<file path="src/rtl/param_processor_pkg.sv">
// Shared opcode values, FSM state encoding and flag bit positions for the
// parametrised accumulator processor.
package param_processor_pkg;

  localparam logic [3:0] OP_NOP = 4'd0;
  localparam logic [3:0] OP_ADD = 4'd1;
  localparam logic [3:0] OP_SUB = 4'd2;
  localparam logic [3:0] OP_AND = 4'd3;
  localparam logic [3:0] OP_OR  = 4'd4;
  localparam logic [3:0] OP_XOR = 4'd5;
  localparam logic [3:0] OP_NOT = 4'd6;
  localparam logic [3:0] OP_SHL = 4'd7;
  localparam logic [3:0] OP_SHR = 4'd8;
  localparam logic [3:0] OP_MUL = 4'd9;
  localparam logic [3:0] OP_LDI = 4'd10;
  localparam logic [3:0] OP_MOV = 4'd11;
  localparam logic [3:0] OP_LDR = 4'd12;

  localparam int FLAG_N = 3;
  localparam int FLAG_V = 2;
  localparam int FLAG_C = 1;
  localparam int FLAG_Z = 0;

  typedef enum logic [1:0] {
    ST_IDLE = 2'd0,
    ST_EXEC = 2'd1,
    ST_MUL  = 2'd2,
    ST_DONE = 2'd3
  } state_e;

  function automatic logic is_illegal(input logic [3:0] opc);
    return opc > OP_LDR;
  endfunction

endpackage

</file>
<file path="src/rtl/param_processor_alu.sv">
// Combinational single-cycle ALU: computes the accumulator result and the
// updated {N,V,C,Z} flags for every opcode except the iterative multiply.
module ppu_alu
  import param_processor_pkg::*;
#(
  parameter int DATA_W = 8
) (
  input  logic [3:0]        opcode,
  input  logic [DATA_W-1:0] a,
  input  logic [DATA_W-1:0] b,
  input  logic [DATA_W-1:0] r,
  input  logic [3:0]        flags_in,
  output logic [DATA_W-1:0] result,
  output logic [3:0]        flags_out,
  output logic              acc_we
);

  localparam int MSB = DATA_W - 1;

  logic [DATA_W:0] wide;

  // Flags not touched by an opcode fall through from flags_in; N and Z
  // follow every result that lands in the accumulator.
  always_comb begin
    wide      = '0;
    result    = '0;
    flags_out = flags_in;
    acc_we    = 1'b0;
    case (opcode)
      OP_ADD: begin
        wide              = {1'b0, a} + {1'b0, b};
        result            = wide[MSB:0];
        flags_out[FLAG_C] = wide[DATA_W];
        flags_out[FLAG_V] = (a[MSB] == b[MSB]) && (result[MSB] != a[MSB]);
        acc_we            = 1'b1;
      end
      OP_SUB: begin
        wide              = {1'b0, a} - {1'b0, b};
        result            = wide[MSB:0];
        flags_out[FLAG_C] = ~wide[DATA_W];
        flags_out[FLAG_V] = (a[MSB] != b[MSB]) && (result[MSB] != a[MSB]);
        acc_we            = 1'b1;
      end
      OP_AND, OP_OR, OP_XOR: begin
        if (opcode == OP_AND)     result = a & b;
        else if (opcode == OP_OR) result = a | b;
        else                      result = a ^ b;
        flags_out[FLAG_C] = 1'b0;
        flags_out[FLAG_V] = 1'b0;
        acc_we            = 1'b1;
      end
      OP_NOT: begin
        result = ~a;
        acc_we = 1'b1;
      end
      OP_SHL: begin
        result            = {a[MSB-1:0], 1'b0};
        flags_out[FLAG_C] = a[MSB];
        flags_out[FLAG_V] = 1'b0;
        acc_we            = 1'b1;
      end
      OP_SHR: begin
        result            = {1'b0, a[MSB:1]};
        flags_out[FLAG_C] = a[0];
        flags_out[FLAG_V] = 1'b0;
        acc_we            = 1'b1;
      end
      OP_LDI: begin
        result = b;
        acc_we = 1'b1;
      end
      OP_LDR: begin
        result = r;
        acc_we = 1'b1;
      end
      OP_NOP, OP_MOV, OP_MUL: acc_we = 1'b0;
      default:                acc_we = 1'b0;
    endcase
    if (acc_we) begin
      flags_out[FLAG_N] = result[MSB];
      flags_out[FLAG_Z] = (result == '0);
    end
  end

endmodule

</file>
<file path="src/rtl/param_processor.sv">
// Width-generic accumulator processor: instruction register, register file,
// shift-add multiplier and a busy/done handshake toward an external sequencer.
module param_processor
  import param_processor_pkg::*;
#(
  parameter  int DATA_W   = 8,
  parameter  int NUM_REGS = 4,
  localparam int RA_W     = $clog2(NUM_REGS),
  localparam int INSTR_W  = 5 + RA_W + DATA_W
) (
  input  logic               clk,
  input  logic               reset,
  input  logic               op,
  input  logic [INSTR_W-1:0] instruction,
  output logic               busy,
  output logic               done,
  output logic [DATA_W-1:0]  acc_out,
  output logic [3:0]         flags,
  output logic               illegal
);

  localparam int CNT_W = $clog2(DATA_W + 1);

  state_e             state_q;
  logic [INSTR_W-1:0] ir_q;
  logic               illegal_q, busy_q, done_q;

  logic [DATA_W-1:0]   acc_q, acc_d;
  logic [3:0]          flags_q, flags_d;
  logic [DATA_W-1:0]   regs_q [NUM_REGS];
  logic [DATA_W-1:0]   regs_d [NUM_REGS];
  logic [2*DATA_W-1:0] mcand_q, mcand_d, prod_q, prod_d, prod_step;
  logic [DATA_W-1:0]   mplier_q, mplier_d;
  logic [CNT_W-1:0]    cnt_q, cnt_d;

  logic [3:0]        opcode;
  logic              src_acc;
  logic [RA_W-1:0]   rs;
  logic [DATA_W-1:0] imm, op_a, reg_val, alu_result;
  logic [3:0]        alu_flags;
  logic              alu_acc_we, mul_last;

  assign opcode  = ir_q[INSTR_W-1 -: 4];
  assign src_acc = ir_q[DATA_W+RA_W];
  assign rs      = ir_q[DATA_W +: RA_W];
  assign imm     = ir_q[DATA_W-1:0];
  assign reg_val = regs_q[rs];
  assign op_a    = src_acc ? acc_q : reg_val;

  ppu_alu #(.DATA_W(DATA_W)) u_alu (
    .opcode   (opcode),
    .a        (op_a),
    .b        (imm),
    .r        (reg_val),
    .flags_in (flags_q),
    .result   (alu_result),
    .flags_out(alu_flags),
    .acc_we   (alu_acc_we)
  );

  assign prod_step = mplier_q[0] ? prod_q + mcand_q : prod_q;
  assign mul_last  = (cnt_q == CNT_W'(1));

  always_ff @(posedge clk or negedge reset) begin
    if (!reset) begin
      state_q   <= ST_IDLE;
      ir_q      <= '0;
      illegal_q <= 1'b0;
      busy_q    <= 1'b0;
      done_q    <= 1'b0;
    end else begin
      case (state_q)
        ST_IDLE: if (op) begin
          ir_q      <= instruction;
          illegal_q <= 1'b0;
          busy_q    <= 1'b1;
          state_q   <= ST_EXEC;
        end
        ST_EXEC: begin
          if (is_illegal(opcode)) illegal_q <= 1'b1;
          if (opcode == OP_MUL) begin
            state_q <= ST_MUL;
          end else begin
            busy_q  <= 1'b0;
            done_q  <= 1'b1;
            state_q <= ST_DONE;
          end
        end
        ST_MUL: if (mul_last) begin
          busy_q  <= 1'b0;
          done_q  <= 1'b1;
          state_q <= ST_DONE;
        end
        ST_DONE: begin
          done_q  <= 1'b0;
          state_q <= ST_IDLE;
        end
        default: state_q <= ST_IDLE;
      endcase
    end
  end

  // The multiplier walks the multiplier LSB-first, so the product is complete
  // on the last MUL edge and is committed straight from prod_step.
  always_comb begin
    acc_d    = acc_q;
    flags_d  = flags_q;
    regs_d   = regs_q;
    mcand_d  = mcand_q;
    mplier_d = mplier_q;
    prod_d   = prod_q;
    cnt_d    = cnt_q;
    case (state_q)
      ST_EXEC: begin
        if (alu_acc_we) acc_d = alu_result;
        flags_d = alu_flags;
        if (opcode == OP_MOV) regs_d[rs] = acc_q;
        if (opcode == OP_MUL) begin
          mcand_d  = {{DATA_W{1'b0}}, op_a};
          mplier_d = imm;
          prod_d   = '0;
          cnt_d    = CNT_W'(DATA_W);
        end
      end
      ST_MUL: begin
        prod_d   = prod_step;
        mcand_d  = mcand_q << 1;
        mplier_d = mplier_q >> 1;
        cnt_d    = cnt_q - CNT_W'(1);
        if (mul_last) begin
          acc_d           = prod_step[DATA_W-1:0];
          flags_d[FLAG_N] = prod_step[DATA_W-1];
          flags_d[FLAG_Z] = (prod_step[DATA_W-1:0] == '0);
          flags_d[FLAG_C] = |prod_step[2*DATA_W-1:DATA_W];
          flags_d[FLAG_V] = 1'b0;
        end
      end
      default: ;
    endcase
  end

  always_ff @(posedge clk or negedge reset) begin
    if (!reset) begin
      acc_q    <= '0;
      flags_q  <= '0;
      mcand_q  <= '0;
      mplier_q <= '0;
      prod_q   <= '0;
      cnt_q    <= '0;
      for (int i = 0; i < NUM_REGS; i++) regs_q[i] <= '0;
    end else begin
      acc_q    <= acc_d;
      flags_q  <= flags_d;
      mcand_q  <= mcand_d;
      mplier_q <= mplier_d;
      prod_q   <= prod_d;
      cnt_q    <= cnt_d;
      regs_q   <= regs_d;
    end
  end

  assign busy    = busy_q;
  assign done    = done_q;
  assign acc_out = acc_q;
  assign flags   = flags_q;
  assign illegal = illegal_q;

endmodule

</file>
<file path="config.mk">
export PLATFORM = sky130hd
export DESIGN_NAME = param_processor
export DESIGN_NICKNAME = d
export VERILOG_FILES = /design/src/rtl/param_processor_pkg.sv /design/src/rtl/param_processor_alu.sv /design/src/rtl/param_processor.sv
export SDC_FILE = /design/constraint.sdc
export NUM_CORES = 1
export LEC_CHECK = 0
export CAP_MARGIN = 30
export CORE_UTILIZATION = 35
export DETAILED_ROUTE_END_ITERATION = 8
export PLACE_DENSITY = 0.55
export REMOVE_ABC_BUFFERS = 1
export SKIP_LAST_GASP = 1
export SYNTH_ARGS = -nofsm -noshare
export SYNTH_HDL_FRONTEND = slang
export SYNTH_HIERARCHICAL = 1
export SYNTH_SLANG_ARGS = --single-unit
</file>
<file path="constraint.sdc">
create_clock -name clk -period 8.7 [get_ports clk]
set_input_delay 1.74 -clock clk [delete_from_list [all_inputs] [get_ports clk]]
set_output_delay 1.74 -clock clk [all_outputs]
set_load 0.02 [all_outputs]
</file>
==> flow_metrics.tcl <==
set metrics [dict create \
    status "finished clean" \
    layout_commonest_cell "dfrtp_1" \
    dieWidth_um 150 \
    highest_layer "met4" \
    fill_cells 2118 \
    routedLengthMet1_mm 9.56 \
    seq_area_frac_synth 0.353 \
    maxSlewHeadroom 0.352 \
    grt_max_degree 66 \
    worstPathMaxFanout 13 \
    avgViaCountPerCell 5.79 \
    drv_slew 0 \
    grt_overflow 0 \
    cts_buffers 9 \
    final.period_utilization 0.506 \
    max-clock-path-buffers 2 \
    cellPowerDensity_nw_per_um2 373 \
    io_pins 33 \
    crit_chain "mux4_2, mux2_2, inv_1, ha_1, a211oi_1, nor2_1, a2111oi_0, nor3_1, o221ai_2, nor4b_2, a31o_1, nor2b_1, a41oi_1, o21ai_0" \
    crit_required_ns 8.92 \
    fp.coreArea_um2 21200 \
    clock_latency_ns 0.37 \
    die_area_um2 22500 \
    dp_hpwl_mm 14.8 \
    start_kind "flip-flop" \
    synthFlopType "dfrtp_1" \
    grt_usage 0.193 \
    worst-r2r-setup-slack_ns 4.30 \
    final_cell_mix "dfrtp_1, nand2_1, mux2_2" \
    postCtsSetupBuffers 0 \
    cts_tree "built" \
    grt_pass1_vias 5987 \
    synth_warnings 6 \
    ys_ff_latch 108 \
    fin_nets 871 \
    holdWs_ns 0.478 \
    routabilityCongestion 0.933 \
    power_leakage_nw 3.71 \
    antenna_found_initial 0 \
    rsz0062_at_grt "false" \
    setup_viol 0 \
    cts-hold-fix-buffers 0 \
    synth_edf_count 0 \
    holdCritPathClass "flip-flop to flip-flop" \
    wl_met3_um 773 \
    detail_route.wl_per_cell_um 19.1 \
    cp.arrival_ns 4.62 \
    tightestPinTransition_ns 0.969 \
    met2WireLength_mm 9.74 \
    cts_resized 0 \
    async_flop_share 1.00 \
    grt_pass1_wl_mm 33.5 \
    drt_iter0_markers 432 \
    drtPass1Iterations 5 \
    hold_violations 0 \
    io_buffer_count 32 \
    synth_area_um2 7660 \
    syn_avg_cell_area_um2 9.64 \
    drc 0 \
    ant_nets 0 \
    final.setup_skew_ns 0.0201 \
    fmax_ghz 0.227 \
    htreeDepth 3 \
    cap_violations 0 \
    peakVddDrop_mv 0.183 \
    clk_pin_slew_ns 0.08 \
    fin_crit_ns 4.40 \
    crit_family "compound AO/OA/AOI/OAI gates" \
    synth.distinct_cells 86 \
    rows 53 \
    criticalPathCategory "flip-flop to flip-flop" \
    path_buf_inv 1 \
    fin_setup_tns_ns 0 \
    end_kind "flip-flop" \
    insertedDiodeCount 0 \
    vias 6268 \
    slowest_delay_ns 0.77 \
    layout-drive-gt1-share 0.136 \
    start_util 0.361 \
    syn_inst 795 \
    cts_num_sinks 108 \
    drt-total-wl_mm 20.6 \
    slowest_stage "dfrtp_1" \
    syn_to_final_growth_pct 10.6 \
    die_y_um 150 \
    root_buffer "clkbuf_16" \
]
==> final cells by class <==
class                   instances  area (µm²)  share of cell area
multi-input cells             601        4560               0.538
well taps                     275         344              0.0406
flip-flops and latches        108        2700               0.319
inverters                      42         158              0.0186
repair buffers                 41         385              0.0455
clock buffers                   9         225              0.0266
clock inverters                 7         103              0.0121
==> per-stage QoR <==
step / worst slack, ns / power [mW] / std cells / util / area (µm²)
3_5_place_dp: 4.35 / 2.69 / 1067 / 0.384 / 8150
3_3_place_gp: 4.46 / 2.70 / 1067 / 0.384 / 8150
6_report: 4.30 / 3.16 / 1083 / 0.399 / 8480
2_1_floorplan: 4.84 / 2.11 / 751 / - / 7410
5_1_grt: 3.95 / 3.40 / 1083 / 0.399 / 8480
4_1_cts: 4.31 / 3.17 / 1083 / 0.399 / 8480
==> power by group <==
| group | leakage, nW | total [mW] | switching (mW) | internal (mW) |
|---|---|---|---|---|
| sequential | 1.44 | 0.916 | 0.239 | 0.678 |
| combinational | 2.12 | 1.79 | 1.07 | 0.713 |
| clock | 0.160 | 0.458 | 0.224 | 0.235 |
==> layer usage <==
metal,track usage,vias to the layer above
met3,0.0323,31
met2,0.310,152
li1,-,2976
met1,0.262,3109
met4,0.0652,0
met5,0,-
==> cells by family (layout without fill, tap and decap cells) <==
kind of cell | Yosys count | after routing | share of synthesized area
adders and majority gates | 50 | 50 | 0.0846
DFF | 108 | 108 | 0.353
AOI/OAI and AO/OA | 231 | 231 | 0.211
xor gates and xnor gates | 11 | 11 | 0.0126
and+or+nand+nor | 223 | 223 | 0.150
muxes | 86 | 86 | 0.135
buffers and inverters | 86 | 99 | 0.0539
==> worst min-delay path: cells and delay by family (launching register included) <==
family	cells	cell delay, ns
simple gates	2	0.10
flops	1	0.35
==> final timing paths <==
path                        startpoint          end  cells after the start
min                        mplier_q[2]  mplier_q[2]                      2
max in group asynchronous        reset     ir_q[12]                      2
max reg2reg                    ir_q[8]     flags[0]                     14
min in group asynchronous        reset   regs_q[21]                      1
max                            ir_q[8]     flags[0]                     14
min reg2reg                mplier_q[2]  mplier_q[2]                      2
==> registers in the layout (all words and copies together), names as in the netlist <==
name      count
mcand_q      16
mplier_q      8
illegal       1
busy          1
prod_q       16
state_q       2
flags         4
done          1
ir_q         15
cnt_q         4
acc_out       8
regs_q       32
==> synth_stat cells, types with 6 or more instances <==
| library cell | n | area, µm² |
|---|---|---|
| mux2_2 | 57 | 642 |
| a211oi_1 | 11 | 82.6 |
| mux2i_1 | 21 | 210 |
| o221ai_1 | 6 | 52.6 |
| nor4_1 | 7 | 43.8 |
| o21ai_0 | 55 | 275 |
| ha_1 | 47 | 588 |
| nor3_1 | 14 | 70.1 |
| nand3_1 | 15 | 75.1 |
| inv_1 | 42 | 158 |
| nand2b_1 | 8 | 50.1 |
| o31ai_1 | 7 | 52.6 |
| nor2_1 | 46 | 173 |
| nand2_1 | 79 | 297 |
| clkbuf_1 | 16 | 60.1 |
| xnor2_1 | 7 | 61.3 |
| a22o_1 | 22 | 193 |
| dfrtp_1 | 108 | 2700 |
| nor2b_1 | 11 | 68.8 |
| a21o_1 | 11 | 82.6 |
| a21oi_1 | 35 | 175 |
| a22oi_1 | 10 | 75.1 |
| mux4_2 | 8 | 180 |
| buf_2 | 11 | 55.1 |
| o22ai_1 | 8 | 50.1 |
| buf_1 | 7 | 26.3 |
No activity file was read; power rests on OpenSTA's default activity.
